`src/rtl/snes_vector_detect_pkg.sv`:
```
// Shared definitions for the SNES vector-fetch detector: default vector addresses,
// the bank-mirroring compare mask, FSM state encoding and the masked address compare.
package snes_vector_detect_pkg;

  localparam logic [23:0] RST_VEC_DEF   = 24'h00FFFC;
  localparam logic [23:0] NMI_VEC_DEF   = 24'h00FFEA;
  // Only bank bit 22 is compared, so banks 00-3F and 80-BF alias each other.
  localparam logic [23:0] ADDR_MASK_DEF = 24'h40FFFF;

  // One-hot detector states.
  typedef enum logic [3:0] {
    StIdle     = 4'b0001,
    StRstLo    = 4'b0010,
    StNmiLo    = 4'b0100,
    StHookPend = 4'b1000
  } vec_state_e;

  function automatic logic addr_match(input logic [23:0] addr, input logic [23:0] vec,
                                      input logic [23:0] mask);
    return ((addr ^ vec) & mask) == 24'h000000;
  endfunction

endpackage

```
`src/rtl/snes_vector_detect.sv`:
```
// Detects CPU reset/NMI vector fetches (low byte then high byte within a cycle window),
// pulses hit strobes, keeps a saturating NMI count and holds a hook request after an
// armed reset-vector fetch until the consumer acknowledges it.
module snes_vector_detect
  import snes_vector_detect_pkg::*;
#(
  parameter logic [23:0] RST_VEC   = RST_VEC_DEF,
  parameter logic [23:0] NMI_VEC   = NMI_VEC_DEF,
  parameter logic [23:0] ADDR_MASK = ADDR_MASK_DEF,
  parameter int unsigned WINDOW    = 16,
  parameter int unsigned CNT_W     = 8
) (
  input  logic             clk,
  input  logic             rst_n,
  input  logic             i_event_latch,
  input  logic [23:0]      i_addr,
  input  logic             i_arm,
  input  logic             i_hook_ack,
  input  logic             i_cnt_clr,
  output logic             o_rst_hit,
  output logic             o_nmi_hit,
  output logic             o_hook_req,
  output logic [CNT_W-1:0] o_nmi_count
);

  localparam int unsigned   TW       = $clog2(WINDOW + 1);
  localparam logic [TW-1:0] WIN_LOAD = TW'(WINDOW);
  localparam logic [23:0]   RST_HI   = RST_VEC + 24'd1;
  localparam logic [23:0]   NMI_HI   = NMI_VEC + 24'd1;

  vec_state_e        r_state, w_state_d;
  logic [TW-1:0]     r_timer, w_timer_d;
  logic              r_rst_hit, w_rst_hit_d;
  logic              r_nmi_hit, w_nmi_hit_d;
  logic [CNT_W-1:0]  r_nmi_count;

  logic w_m_rst_lo, w_m_rst_hi, w_m_nmi_lo, w_m_nmi_hi;

  assign w_m_rst_lo = i_event_latch & addr_match(i_addr, RST_VEC, ADDR_MASK);
  assign w_m_rst_hi = i_event_latch & addr_match(i_addr, RST_HI, ADDR_MASK);
  assign w_m_nmi_lo = i_event_latch & addr_match(i_addr, NMI_VEC, ADDR_MASK);
  assign w_m_nmi_hi = i_event_latch & addr_match(i_addr, NMI_HI, ADDR_MASK);

  // Next state, window timer and hit strobes; an event in the expiry cycle beats the timeout.
  always_comb begin
    w_state_d   = r_state;
    w_timer_d   = r_timer;
    w_rst_hit_d = 1'b0;
    w_nmi_hit_d = 1'b0;
    unique case (r_state)
      StIdle: begin
        if (w_m_rst_lo) begin
          w_state_d = StRstLo;
          w_timer_d = WIN_LOAD;
        end else if (w_m_nmi_lo) begin
          w_state_d = StNmiLo;
          w_timer_d = WIN_LOAD;
        end
      end
      StRstLo, StNmiLo: begin
        w_timer_d = r_timer - TW'(1);
        if ((r_state == StRstLo) && w_m_rst_hi) begin
          w_rst_hit_d = 1'b1;
          w_state_d   = i_arm ? StHookPend : StIdle;
          w_timer_d   = '0;
        end else if ((r_state == StNmiLo) && w_m_nmi_hi) begin
          w_nmi_hit_d = 1'b1;
          w_state_d   = StIdle;
          w_timer_d   = '0;
        end else if (w_m_rst_lo) begin
          w_state_d = StRstLo;
          w_timer_d = WIN_LOAD;
        end else if (w_m_nmi_lo) begin
          w_state_d = StNmiLo;
          w_timer_d = WIN_LOAD;
        end else if (i_event_latch || (r_timer <= TW'(1))) begin
          // Unrelated fetch or window expired: the partial pair is dropped.
          w_state_d = StIdle;
          w_timer_d = '0;
        end
      end
      StHookPend: begin
        if (i_hook_ack) begin
          w_state_d = StIdle;
        end
      end
      default: begin
        w_state_d = StIdle;
        w_timer_d = '0;
      end
    endcase
  end

  // State, timer and hit strobe registers.
  always_ff @(posedge clk or negedge rst_n) begin
    if (!rst_n) begin
      r_state   <= StIdle;
      r_timer   <= '0;
      r_rst_hit <= 1'b0;
      r_nmi_hit <= 1'b0;
    end else begin
      r_state   <= w_state_d;
      r_timer   <= w_timer_d;
      r_rst_hit <= w_rst_hit_d;
      r_nmi_hit <= w_nmi_hit_d;
    end
  end

  // Saturating NMI counter; advances while nmi_hit is high, clear wins over increment.
  always_ff @(posedge clk or negedge rst_n) begin
    if (!rst_n) begin
      r_nmi_count <= '0;
    end else if (i_cnt_clr) begin
      r_nmi_count <= '0;
    end else if (r_nmi_hit && (r_nmi_count != '1)) begin
      r_nmi_count <= r_nmi_count + CNT_W'(1);
    end
  end

  assign o_rst_hit   = r_rst_hit;
  assign o_nmi_hit   = r_nmi_hit;
  assign o_hook_req  = (r_state == StHookPend);
  assign o_nmi_count = r_nmi_count;

endmodule

```
`config.mk`:
```
export PLATFORM = sky130hd
export DESIGN_NAME = snes_vector_detect
export DESIGN_NICKNAME = d
export VERILOG_FILES = /design/src/rtl/snes_vector_detect_pkg.sv /design/src/rtl/snes_vector_detect.sv
export SDC_FILE = /design/constraint.sdc
export NUM_CORES = 1
export LEC_CHECK = 0
export ABC_AREA = 1
export ABC_CLOCK_PERIOD_IN_PS = 1800
export CAP_MARGIN = 20
export CORE_ASPECT_RATIO = 0.6
export CORE_UTILIZATION = 46
export CTS_CLUSTER_DIAMETER = 200
export DETAILED_ROUTE_END_ITERATION = 16
export PLACE_DENSITY = 0.79
export SKIP_CTS_REPAIR_TIMING = 1
export SLEW_MARGIN = 25
export SYNTH_ARGS = -nofsm -noshare
export SYNTH_HDL_FRONTEND = slang
export SYNTH_SLANG_ARGS = --single-unit
export TNS_END_PERCENT = 20
```
`constraint.sdc`:
```
create_clock -name clk -period 1.8 [get_ports clk]
set_clock_uncertainty 0.15 [all_clocks]
set_input_delay 0.18 -clock clk [delete_from_list [all_inputs] [get_ports clk]]
set_output_delay 0.18 -clock clk [all_outputs]
set_load 0.02 [all_outputs]
```
# Word level (Yosys, flattened, before mapping)
# Index checks and enable logic that the tools add are counted.
# classes
addsub	2
magnitude_cmp	1
n_eq_ne	8
muxes	25
n_bitwise	9
reduce_logical	12
# op_table
op	n
$logic_not 24->1	4
$mux 4	9
$mux 5	7
$not 14->14	2
$mux 8	2
$not 15->15	1
$pmux 5 s3	1
$not 13->13	1
$pmux 4 s3	1
$add 8x1->8 const B	1
$ne 8x8->1 const B	1
$ne 6x6->1 const B	1
$le 5x1->1 const B	1
$mux 1	5
$sub 5x1->5 const B	1
$and 1x1->1	4
$eq 4x1->1 const B	1
$eq 4x2->1 const B	1
$eq 4x3->1 const B	1
$eq 4x4->1 const B	1
$logic_and 1x1->1	3
$ne 3x3->1 const B	1
$reduce_and 3->1	1
$ne 2x2->1 const B	1
other kinds (5)	5
# word_totals
ff_bits	19
word_cells	62

# Longest topological paths before layout
# depth
depth_word	8
mapped_depth	11
mapped_depth_nobuf	11

# Worst setup path after synthesis
# No wires, ideal clock.
# synth_timing
path_kind	reg-to-reg
from	register r_nmi_count[1] (netlist: o_nmi_count[1])
to	register r_nmi_count[3] (netlist: o_nmi_count[3])
setup_ns	0.136
arrival_time_ns	1.262
t_required_ns	1.514
slack_ns	0.252
path_stages_with_launch	9
path_buffers	0
cell_sequence	dfrtp_1 -> ha_1 -> nand2_1 -> nor2_1 -> nand2_2 -> nand2_4 -> nor2_1 -> o21ai_0 -> a21oi_1
# synth_between
elab_chain_cells	3
word_cells_on_any_way	6
cone_classes	1 x add/sub; 1 x eq/ne; 2 x mux; 2 x reduce/logical
# synth_rtl
item	line	rtl
start, declared	snes_vector_detect.sv:35	logic [CNT_W-1:0] r_nmi_count;
start signal, assigned	snes_vector_detect.sv:116	r_nmi_count <= r_nmi_count + CNT_W'(1);
$add 8x1->8 / $ne 8x8->1 (equally long branches)	snes_vector_detect.sv:116, snes_vector_detect.sv:115	
$mux 8 / $logic_and 1x1->1 (equally long branches)	snes_vector_detect.sv:115	end else if (r_nmi_hit && (r_nmi_count != '1)) begin
$mux 8 / $reduce_bool 2->1 (equally long branches)	-	
# Several ways; a longest one is shown, not always the timed one. The select of a mux whose other input is x is not followed.
# A chain may end at the register's enable or synchronous reset.

# Worst setup path after layout
# layout_timing
from	register r_nmi_count[3] (netlist: o_nmi_count[3])
to	output o_nmi_count[3]
# layout_rtl
item	line	rtl
end, declared	snes_vector_detect.sv:23	output logic [CNT_W-1:0] o_nmi_count
# No word-level cell between the ends.

==> results.yml <==
routing:
  drt_first_iter_violations: 100
  wire_per_inst_um: 12.14
  first_pass_iters: 10
  drc: 2
  wirelength_mm: 3.109
  drtAntennaViolNets: 0
  num_vias: 1266
  drt-vias-per-instance: 4.945
clock_network:
  cts_max_path_buffers: 2
  cts_tree: "done"
  htreeDepth: 1
  insertion_delay_ns: 0.26
  cts_sinks: 19
  cts_buffers: 3
  clockRootBuffer: "clkbuf_8"
  clkTransAtPathRegs_ns: 0.07
status:
  violations: "DRC"
  status: "finished, violations left"
synth:
  ys_ff_latch: 19
  ys_top_cells_by_area: "dfrtp_1, nand2_1, nor2_1"
  synth.net_count: 216
  yosysMostFrequentCell: "nand2_1"
  synth_commonest_cells: "nand2_1, nor2_1, inv_1"
  synthDistinctLibCells: 29
  synth_top_cell_area_share_pct: 34.55
  synthFlopType: "dfrtp_1"
  synthCells: 183
  ys_seq_area_share_pct: 36.56
  synth.avg_cell_area_um2: 7.124
  yosys_warnings: 0
  synth_edf_count: 0
  yosysTopAreaCell: "dfrtp_1"
  synthArstFlopShare_pct: 100.0
  post_synth_instance_area_um2: 1304
timing:
  grt_setup_unrepaired: "false"
  period_needed_ns: 1.634
  worst_pin_slew_ns: 0.3756
  slew_viol_final: 0
  fin_crit_sh_pct: 90.79
  final_hold_viol_count: 0
  slew_headroom_pct: 74.77
  finalSetupViolations: 0
  holdWs_ns: 0.1079
  timing.fmax_mhz: 611.9
power:
  vdd_drop_max_v: 0.0005289
  design_power_total_mw: 1.398
  total_leakage_power_nw: 0.8401
  p_per_area_nw_per_um2: 797.3
grt:
  grt_pass1_wl_mm: 5.368
  grt_pass1_vias: 1221
  overflow: 0
  antenna_found_initial: 0
  grt_max_degree: 20
  grt_use_total_pct: 23.16
critical_path:
  required_ns: 1.47
  critPathTopFamily: "buffers and inverters"
  critPathSlowestCell: "clkdlybuf4s50_1"
  cp_max_fo: 5
  worst-path-buf-inv: 1
  crit_type: "flip-flop to primary output"
  crit_path_start_kind: "flip-flop"
  crit_path_end_kind: "primary output"
  worstPathArrival_ns: 1.30
  cp_cell_sequence: "clkdlybuf4s50_1"
  slowest_delay_ns: 0.65
floorplanning:
  initial_core_util_pct: 50.29
  die_h_um: 43.24
  die-width_um: 70.73
  fp.coreArea_um2: 2592
  fp-row-count: 14
  die-area_um2: 3058
  ios: 41
flow_run:
  drv_cap: 0
layout:
  final_nets: 258
  fillCellCount: 225
  areaGrowthSynthToFinish_pct: 34.45
  drive_gt1_share_pct: 12.50
  antenna_cells: 0
  fin_cells: 256
place:
  gp_congestion: 0.8177
  post-dp-hpwl_mm: 2.585
  portBuffers: 33
  dp_cells: 252
min_path:
  hold_class: "input port to asynchronous set/reset pin"
[power breakdown]
| group | total [mW] | internal [mW] | switching, mW |
|---|---|---|---|
| logic | 0.570 | 0.244 | 0.326 |
| clock network | 0.293 | 0.154 | 0.140 |
| registers | 0.534 | 0.487 | 0.0470 |
[per-layer routing]
layer / routed length (um) / vias up / share of wire, % / GRT usage, %
li1: - / 666 / - / -
met1: 1568 / 560 / 50 / 31.99
met2: 1361 / 38 / 44 / 37.69
met3: 161 / 2 / 5.2 / 5.463
met4: 18 / 0 / 0.58 / 4.000
met5: 0 / - / 0 / 0
[sequential cells by signal (all words and copies together) (netlist names)]
signal       cells
o_nmi_count      8
o_rst_hit        1
o_nmi_hit        1
r_state          4
r_timer          5
[placed cells by master, fill, tap and decap left out, types with 2 or more instances in the layout]
master	Yosys	layout
nand2_1	53	53
clkdlybuf4s50_1	0	32
nor2_1	24	24
inv_1	23	23
dfrtp_1	18	18
nand3_1	10	10
o21ai_0	8	8
nand2_2	5	5
a21oi_1	5	5
buf_4	0	4
nand4_1	3	3
nor4_1	3	3
nor3_2	3	3
ha_1	3	3
clkbuf_8	0	3
nor2_2	2	2
nand3b_1	2	2
o21bai_1	2	2
nand3_2	2	2
o21ai_1	2	2
nor3_1	2	2
xnor2_1	2	2
nand2_4	2	2
[kinds of logic (layout without fill, tap and decap cells)]
group,count (synthesis),count (layout),share of synthesized area [%]
xor+xnor,2,2,1.344
fa+ha+maj,3,3,2.879
buf+inv,26,67,7.677
compound gates,19,19,8.061
simple gates,114,114,43.47
flops,19,19,36.56
[area by class of cell]
cell class,instances,area [um^2],area share (%)
inverter,26,100.1,5.710
timing repair buffer,37,362.8,20.70
sequential,19,476.7,27.19
clock inverter,1,5.005,0.2855
tap,32,40.04,2.284
multi-input combinational,138,726.9,41.47
clock buffer,3,41.29,2.355
[worst paths after layout]
kind	from	endpoint	slack (ns)	cells past startpoint
worst max-delay path	o_nmi_count[3]	o_nmi_count[3]	0.17	1
worst min-delay path	rst_n	o_rst_hit	0.11	2
worst max register to register	o_nmi_count[0]	o_nmi_count[2]	0.18	8
worst min register to register	r_timer[4]	r_timer[4]	0.37	2
max in group asynchronous	rst_n	r_state[0]	1.13	2
min in group clk	i_cnt_clr	o_nmi_count[2]	0.35	2
[per-stage QoR]
stage          setup WS (ns)  utilization, %  cell area (um^2)  setup TNS, ns
3_5_place_dp        -0.04722           65.73              1704        -0.1291
2_1_floorplan         0.2521               -              1304              0
6_report              0.1657           67.62              1753              0
4_1_cts             -0.09213           67.52              1750       -0.09213
5_1_grt              0.02341           67.62              1753              0
3_3_place_gp         0.02776           65.73              1704              0
(Power assumes the default switching activity.)
